[src/rtl/player_bullet_if.sv]
// Bundle of the bullet manager's frame, player and collision-stage signals.
// The environment drives through master; the manager attaches through slave.
interface player_bullet_if #(
  parameter int MAX_PLAYER_BULLET = 8
);
  logic                             i_FrameTick;
  logic                             i_Fire;
  logic                             i_PlayerAlive;
  logic [9:0]                       i_PlayerX;
  logic [MAX_PLAYER_BULLET-1:0]     i_KillMask;
  logic [MAX_PLAYER_BULLET-1:0]     o_BulletState;
  logic [19*MAX_PLAYER_BULLET-1:0]  o_BulletPosition;
  logic                             o_FireAccepted;
  logic                             o_Full;

  modport master (
    output i_FrameTick, i_Fire, i_PlayerAlive, i_PlayerX, i_KillMask,
    input  o_BulletState, o_BulletPosition, o_FireAccepted, o_Full
  );

  modport slave (
    input  i_FrameTick, i_Fire, i_PlayerAlive, i_PlayerX, i_KillMask,
    output o_BulletState, o_BulletPosition, o_FireAccepted, o_Full
  );
endinterface

[src/rtl/player_bullet_manager.sv]
// Player-bullet slot table: spawns on accepted fire, moves live bullets up once per frame,
// and retires them on leaving the top border or on a kill from the collision stage.
module player_bullet_manager #(
  parameter int          MAX_PLAYER_BULLET = 8,
  parameter int          BULLET_WIDTH      = 4,
  parameter int          BULLET_HEIGHT     = 8,
  parameter int          PLAYER_WIDTH      = 32,
  parameter int          PLAYER_Y          = 440,
  parameter int          MONITOR_WIDTH     = 640,
  parameter int          BULLET_SPEED      = 4,
  parameter int          FIRE_COOLDOWN     = 8,
  parameter logic [18:0] NONE              = 19'h7FFFF
) (
  input  logic          i_Clk,
  input  logic          i_Rst,
  player_bullet_if.slave bus
);

  localparam int N     = MAX_PLAYER_BULLET;
  // A zero cooldown still needs a one-bit counter so the register is never zero-width.
  localparam int CD_W  = (FIRE_COOLDOWN > 0) ? $clog2(FIRE_COOLDOWN + 1) : 1;
  localparam int IDX_W = (N > 1) ? $clog2(N) : 1;
  localparam int X_MAX = MONITOR_WIDTH - BULLET_WIDTH;

  logic [N-1:0]         state_q, state_d;
  logic [N-1:0][18:0]   pos_q, pos_d;
  logic [CD_W-1:0]      cd_q, cd_d;
  logic                 acc_q, acc_d;

  logic                 free_found_s;
  logic [IDX_W-1:0]     free_idx_s;
  logic [10:0]          x_sum_s;
  logic [9:0]           x_spawn_s;
  logic                 spawn_s;

  // Lowest-index free slot in the registered state; scanning downward leaves the lowest one.
  always_comb begin
    free_found_s = 1'b0;
    free_idx_s   = '0;
    for (int i = N - 1; i >= 0; i--) begin
      if (!state_q[i]) begin
        free_found_s = 1'b1;
        free_idx_s   = IDX_W'(i);
      end else begin
        free_found_s = free_found_s;
      end
    end
  end

  // Spawn x is centred on the player and clamped so the bullet stays on screen.
  always_comb begin
    x_sum_s = {1'b0, bus.i_PlayerX} + 11'((PLAYER_WIDTH - BULLET_WIDTH) / 2);
    if (x_sum_s > 11'(X_MAX)) begin
      x_spawn_s = 10'(X_MAX);
    end else begin
      x_spawn_s = x_sum_s[9:0];
    end
  end

  assign spawn_s = bus.i_FrameTick & bus.i_Fire & bus.i_PlayerAlive &
                   (cd_q == '0) & free_found_s;

  // Next-state: kill, border retire and move per slot, then spawn into a slot that was free.
  always_comb begin
    state_d = state_q;
    pos_d   = pos_q;
    cd_d    = cd_q;
    acc_d   = 1'b0;
    for (int i = 0; i < N; i++) begin
      if (state_q[i] && bus.i_KillMask[i]) begin
        state_d[i] = 1'b0;
        pos_d[i]   = NONE;
      end else if (state_q[i] && bus.i_FrameTick) begin
        if (pos_q[i][8:0] < 9'(BULLET_SPEED)) begin
          state_d[i] = 1'b0;
          pos_d[i]   = NONE;
        end else begin
          pos_d[i][8:0] = pos_q[i][8:0] - 9'(BULLET_SPEED);
        end
      end else begin
        pos_d[i] = pos_q[i];
      end
      if (spawn_s && (free_idx_s == IDX_W'(i))) begin
        state_d[i] = 1'b1;
        pos_d[i]   = {x_spawn_s, 9'(PLAYER_Y - BULLET_HEIGHT)};
      end else begin
        state_d[i] = state_d[i];
      end
    end
    if (spawn_s) begin
      cd_d  = CD_W'(FIRE_COOLDOWN);
      acc_d = 1'b1;
    end else if (bus.i_FrameTick && (cd_q != '0)) begin
      cd_d = cd_q - CD_W'(1);
    end else begin
      cd_d = cd_q;
    end
  end

  // State register with immediate asynchronous clear.
  always_ff @(posedge i_Clk or posedge i_Rst) begin
    if (i_Rst) begin
      state_q <= '0;
      pos_q   <= {N{NONE}};
      cd_q    <= '0;
      acc_q   <= 1'b0;
    end else begin
      state_q <= state_d;
      pos_q   <= pos_d;
      cd_q    <= cd_d;
      acc_q   <= acc_d;
    end
  end

  assign bus.o_BulletState    = state_q;
  assign bus.o_BulletPosition = pos_q;
  assign bus.o_FireAccepted   = acc_q;
  assign bus.o_Full           = &state_q;

endmodule
[src/flat_wrapper.sv]
// flat-port wrapper written by rule: the top's interface ports become plain ports
module player_bullet_manager_flat 
#(
  parameter int          MAX_PLAYER_BULLET = 8,
  parameter int          BULLET_WIDTH      = 4,
  parameter int          BULLET_HEIGHT     = 8,
  parameter int          PLAYER_WIDTH      = 32,
  parameter int          PLAYER_Y          = 440,
  parameter int          MONITOR_WIDTH     = 640,
  parameter int          BULLET_SPEED      = 4,
  parameter int          FIRE_COOLDOWN     = 8,
  parameter logic [18:0] NONE              = 19'h7FFFF
)
  (i_Clk, i_Rst, bus_i_FrameTick, bus_i_Fire, bus_i_PlayerAlive, bus_i_PlayerX, bus_i_KillMask, bus_o_BulletState, bus_o_BulletPosition, bus_o_FireAccepted, bus_o_Full);
  player_bullet_if #(.MAX_PLAYER_BULLET(MAX_PLAYER_BULLET)) bus_i ();
  input  logic i_Clk;
  input  logic i_Rst;
  input wire logic [$bits(bus_i.i_FrameTick)-1:0] bus_i_FrameTick;
  input wire logic [$bits(bus_i.i_Fire)-1:0] bus_i_Fire;
  input wire logic [$bits(bus_i.i_PlayerAlive)-1:0] bus_i_PlayerAlive;
  input wire logic [$bits(bus_i.i_PlayerX)-1:0] bus_i_PlayerX;
  input wire logic [$bits(bus_i.i_KillMask)-1:0] bus_i_KillMask;
  output wire logic [$bits(bus_i.o_BulletState)-1:0] bus_o_BulletState;
  output wire logic [$bits(bus_i.o_BulletPosition)-1:0] bus_o_BulletPosition;
  output wire logic [$bits(bus_i.o_FireAccepted)-1:0] bus_o_FireAccepted;
  output wire logic [$bits(bus_i.o_Full)-1:0] bus_o_Full;
  assign bus_i.i_FrameTick = bus_i_FrameTick;
  assign bus_i.i_Fire = bus_i_Fire;
  assign bus_i.i_PlayerAlive = bus_i_PlayerAlive;
  assign bus_i.i_PlayerX = bus_i_PlayerX;
  assign bus_i.i_KillMask = bus_i_KillMask;
  assign bus_o_BulletState = bus_i.o_BulletState;
  assign bus_o_BulletPosition = bus_i.o_BulletPosition;
  assign bus_o_FireAccepted = bus_i.o_FireAccepted;
  assign bus_o_Full = bus_i.o_Full;
  player_bullet_manager #(.MAX_PLAYER_BULLET(MAX_PLAYER_BULLET), .BULLET_WIDTH(BULLET_WIDTH), .BULLET_HEIGHT(BULLET_HEIGHT), .PLAYER_WIDTH(PLAYER_WIDTH), .PLAYER_Y(PLAYER_Y), .MONITOR_WIDTH(MONITOR_WIDTH), .BULLET_SPEED(BULLET_SPEED), .FIRE_COOLDOWN(FIRE_COOLDOWN), .NONE(NONE)) u_core (.i_Clk(i_Clk), .i_Rst(i_Rst), .bus(bus_i));
endmodule
[config.mk]
export PLATFORM = sky130hd
export DESIGN_NAME = player_bullet_manager_flat
export DESIGN_NICKNAME = d
export VERILOG_FILES = /design/src/rtl/player_bullet_if.sv /design/src/rtl/player_bullet_manager.sv /design/src/flat_wrapper.sv
export SDC_FILE = /design/constraint.sdc
export NUM_CORES = 1
export LEC_CHECK = 0
export ABC_AREA = 1
export BUFFER_PORTS_ARGS = -buffer_cell sky130_fd_sc_hd__buf_2
export CAP_MARGIN = 20
export CORE_MARGIN = 3
export CORE_UTILIZATION = 55
export CTS_CLUSTER_SIZE = 30
export DETAILED_ROUTE_END_ITERATION = 8
export HOLD_SLACK_MARGIN = 0.06
export PLACE_DENSITY = 0.91
export SYNTH_ARGS = -nofsm -noshare
export SYNTH_HDL_FRONTEND = slang
export SYNTH_SLANG_ARGS = --single-unit
[constraint.sdc]
create_clock -name i_Clk -period 14.4 [get_ports i_Clk]
set_input_delay 2.88 -clock i_Clk [delete_from_list [all_inputs] [get_ports i_Clk]]
set_output_delay 2.88 -clock i_Clk [all_outputs]
set_load 0.05 [all_outputs]
; Word-level counts from Yosys, hierarchy flattened
; Index checks and enable logic that the tools add are counted.
[totals]
ff_bits = 165
latchBits = 0
ramBits = 0
rom_bits = 0
wordCells = 202
memories = 0
[classes]
addsub = 10
n_mul = 0
n_div = 0
magnitude_cmp = 9
eq_ne = 7
shifts = 0
n_mux = 92
bitwise = 4
reduce_logical = 54
[ops]
columns = op, n
row1 = two-way mux 19 bit, 24
row2 = two-way mux 10 bit, 9
row3 = less-than comparator 9 x 3 -> 1 bit (second input constant), 8
row4 = two-way mux 9 bit, 8
row5 = subtractor 9 x 3 -> 9 bit (second input constant), 8
row6 = nonzero test 3 bit, 16
row7 = two-way mux 1 bit, 41
row8 = logical AND 1 bit, 25
row9 = two-way mux 3 bit, 8
row10 = AND reduction 2 bit, 8
row11 = == test 3 bit (second input constant), 4
row12 = adder 10 x 4 -> 11 bit (second input constant), 1
row13 = greater-than comparator 11 x 10 -> 1 bit (second input constant), 1
row14 = two-way mux 4 bit, 2
row15 = AND reduction 8 bit, 1
row16 = == test 3 x 2 -> 1 bit (second input constant), 2
row17 = bitwise AND 1 bit, 4
row18 = zero test 4 bit, 1
row19 = nonzero test 4 bit, 1
row20 = subtractor 4 x 1 -> 4 bit (second input constant), 1
row21 = == test 3 x 1 -> 1 bit (second input constant), 1
row22 = zero test 3 bit, 1
row23 = nonzero test 2 bit, 1

; Longest topological paths before layout
[depth]
word_depth = 12
ltp_mapped = 16
depth_no_buf = 15

; Worst setup path before layout
; No wires, ideal clock.
[synth_timing]
path_kind = reg2out
start = register u_core.state_q[1], in the netlist u_core.bus.o_BulletState[1]
end = output bus_o_Full
t_arrival_ns = 1.694
setup_slack_ns = 9.826
path_stages_with_launch = 6
cell_sequence = dfrtp_1 nand2_1 nor3_4 inv_1 or2_1 inv_1
[synth_via]
elab_chain_cells = 1
[synth_lines]
columns = element, line
row1 = start: declaration, player_bullet_manager.sv:25  ; logic [N-1:0] state_q, state_d;
row2 = start signal: assignment, player_bullet_manager.sv:108  ; state_q <= state_d;
row3 = AND reduction 8 bit, player_bullet_manager.sv:118  ; assign bus.o_Full = &state_q;
row4 = end: declaration, flat_wrapper.sv:26  ; output wire logic [$bits(bus_i.o_Full)-1:0] bus_o_Full;
; No other way between the ends.

; Worst setup path in the final report
; Same ends and word-level chain as after synthesis.

==> results.py <==
metrics = {
    "finish": {
        "layout.nets": 1219,
        "antennaDiodeCount": 0,
        "final_layout_size_suffix_gt1_share_pct": 35.0,
        "fill_cells": 1120,
        "final_core_util_pct": 69.1,
        "area_growth_pct": 21.0,
        "fin_cells": 1379,
    },
    "clock_network": {
        "clkTransAtPathRegs_ns": 0.06,
        "clkLatencyLatePin_ns": 0.43,
        "cts_hold_buf": 0,
        "cts.path.max_buffers": 2,
        "post_cts.repair.setup_buffers": 0,
        "clkSinkCount": 157,
        "cts-htree-levels": 4,
        "tritoncts": "yes",
        "cts_resized": 0,
        "cts_root_buf": "clkbuf_16",
        "cts-buffers-inserted": 17,
    },
    "pwr": {
        "peakVddDrop_v": 0.000187,
        "cellLeakagePower_nw": 5.20,
        "power-per-cell-area_mw_per_mm2": 228,
    },
    "timing": {
        "slew_headroom_pct": 43.3,
        "clock_skew_ns": 0.00904,
        "tightest_slew_ns": 0.848,
        "setup_tns_ns": 0,
        "period_share_pct": 33.9,
        "hold_viol_final": 0,
        "drv_slew": 0,
        "rsz0062_at_grt": "no",
        "fin_crit_ns": 4.88,
        "setup_violations": 0,
        "max_freq_mhz": 205,
    },
    "placed_design": {
        "place_congestion": 0.933,
        "dp_hpwl_um": 16100,
        "placed_cells": 1346,
        "port_buffers": 184,
    },
    "synth": {
        "synth_seq_cells": 157,
        "synth.most_common_cell": "nand2_1",
        "synthFlopType": "dfstp_2",
        "synth.top_cells.by_count": "nand2_1 (201), inv_1 (180), dfstp_2 (144)",
        "ys_seq_area_share_pct": 50.8,
        "syn_inst": 999,
        "syn_area_mm2": 0.00809,
        "synth.area.top_cells": "dfstp_2 (47%), nand2_1 (9.3%), inv_1 (8.4%)",
        "synth_top_area_share_pct": 46.8,
        "yosys_warnings": 0,
        "synth_largest_area_cell": "dfstp_2",
        "synthArstFlopShare_pct": 100,
        "synth_cell_types": 41,
        "syn_nets": 1032,
        "synth-edff-count": 0,
        "syn_area_per_cell_um2": 8.09,
    },
    "routing": {
        "drc": 0,
        "routedWlPerCell_um": 16.4,
        "num_vias": 7430,
        "ant_nets": 0,
        "vias_per_cell": 5.39,
        "drtIter0Drc": 595,
        "dr.pass1.iters": 6,
        "wirelength_um": 22600,
    },
    "global_route": {
        "grt_use_total_pct": 28.2,
        "antenna_found_initial": 0,
        "grt_pass1_vias": 7122,
        "grt_overflow_total": 0,
        "grt_pass1_wl_um": 36100,
        "grt_max_degree": 87,
    },
    "floorplan": {
        "io_pins": 185,
        "die_w_um": 127,
        "dieHeight_um": 127,
        "die-area_mm2": 0.0162,
        "coreArea_mm2": 0.0141,
        "initial_utilization_pct": 57.1,
        "rows": 43,
    },
    "critical_path": {
        "reg2reg_depth": 12,
        "r2r_setup_slack_ns": 12.13,
        "critPathMaxFanout": 7,
        "critical_path_class": "reg -> out",
        "worstPathArrival_ns": 2.00,
        "cp_data_required_time_ns": 11.52,
        "cp-end-kind": "output pin",
        "worst_setup_path_start_kind": "flip-flop",
    },
    "min_path": {
        "hold_depth": 2,
        "hold_path.class": "reg -> reg",
    },
    "job": {
        "drv_cap": 0,
    },
    "run_status": {
        "outcome": "completed",
    },
}
==> critical path: stages, from the launching register on <==
cell and delay [ns]:
dfrtp_1 0.54, nand2_1 0.17, nor3_4 0.23, inv_1 0.06, or2_1 0.25, inv_1 0.06, buf_2 0.25
==> report_power, final <==
part | leakage (nW) | switching [W] | total, W | internal (W)
Sequential | 1.68 | 0.000113 | 0.000772 | 0.000659
Combinational | 3.22 | 0.000753 | 0.000976 | 0.000223
Clock | 0.301 | 0.000185 | 0.000484 | 0.000300
==> layout make-up <==
cell class	instances	area (µm²)	area share [%]
flip-flops and latches	157	4110	42.0
multi-input cells	632	3130	32.0
repair buffers	186	948	9.70
inverters	192	726	7.42
clock buffers	19	453	4.63
well taps	180	225	2.30
clock inverters	13	190	1.94
==> placed cells by master, fill, tap and decap left out, types with 2 or more instances in the layout <==
master      instances
nand2_4             5
or2_2              20
nand3_2             2
a21oi_1            52
xnor2_1             2
o22ai_1            10
clkinvlp_4          4
inv_1             179
o21ai_1             4
nor3_1             14
nor2_4              2
xor2_1             11
dfrtp_1            13
o21ai_0            49
clkbuf_8            2
inv_2               7
bufinv_16           4
clkinv_1            5
o31ai_1             5
or2_1               2
nand2_1           201
nand2_2            11
nand3b_1            7
buf_2             184
clkbuf_16          17
ha_1               10
clkinv_4            4
nor2_1            119
dfstp_2           144
nand3_1            75
nand4_1             8
o21ai_2             5
a31oi_1             8
==> kinds of logic (layout without fill, tap and decap cells) <==
| family | Yosys count | in the layout | share of synthesized area, % |
|---|---|---|---|
| buf+inv | 210 | 410 | 10.5 |
| fa+ha+maj | 10 | 10 | 1.55 |
| xor+xnor | 13 | 13 | 1.41 |
| simple gates | 470 | 470 | 26.2 |
| flops | 157 | 157 | 50.8 |
| compound gates | 139 | 139 | 9.61 |
==> through the flow <==
stage,hold slack [ns],power [W],area [µm²],worst slack [ns]
3_5_place_dp,0.470,0.00174,9120,9.16
5_1_grt,0.496,0.00235,9780,9.22
2_1_floorplan,0.465,0.00153,8090,7.52
4_1_cts,0.479,0.00224,9760,9.52
6_report,0.474,0.00223,9780,9.52
3_3_place_gp,0.464,0.00171,9120,9.28
==> per-layer routing <==
metal / share of wire (%) / vias to the layer above / track usage (%)
met1: 40 / 3520 / 34.7
met2: 48 / 346 / 46.8
met4: 3.0 / 0 / 10.9
met5: 0 / - / 0
li1: - / 3513 / -
met3: 8.7 / 51 / 8.40
==> flip-flops by register name, indices dropped and copies added, names as in the netlist <==
| register | flops |
|---|---|
| u_core.bus.o_BulletPosition | 144 |
| u_core.bus.o_FireAccepted | 1 |
| u_core.bus.o_BulletState | 8 |
| u_core.cd_q | 4 |
==> worst paths after layout <==
| path | start | endpoint |
|---|---|---|
| worst max-delay path | u_core.bus.o_BulletState[1] | bus_o_Full |
| worst min-delay path | u_core.bus.o_BulletPosition[38] | u_core.bus.o_BulletPosition[38] |
| worst max register to register | u_core.bus.o_BulletState[6] | u_core.bus.o_BulletPosition[49] |
| worst min register to register | u_core.bus.o_BulletPosition[38] | u_core.bus.o_BulletPosition[38] |
| max in group asynchronous | i_Rst | u_core.bus.o_BulletPosition[119] |
| min in group asynchronous | i_Rst | u_core.cd_q[0] |
Note: power is estimated with default switching activity, not from simulation.
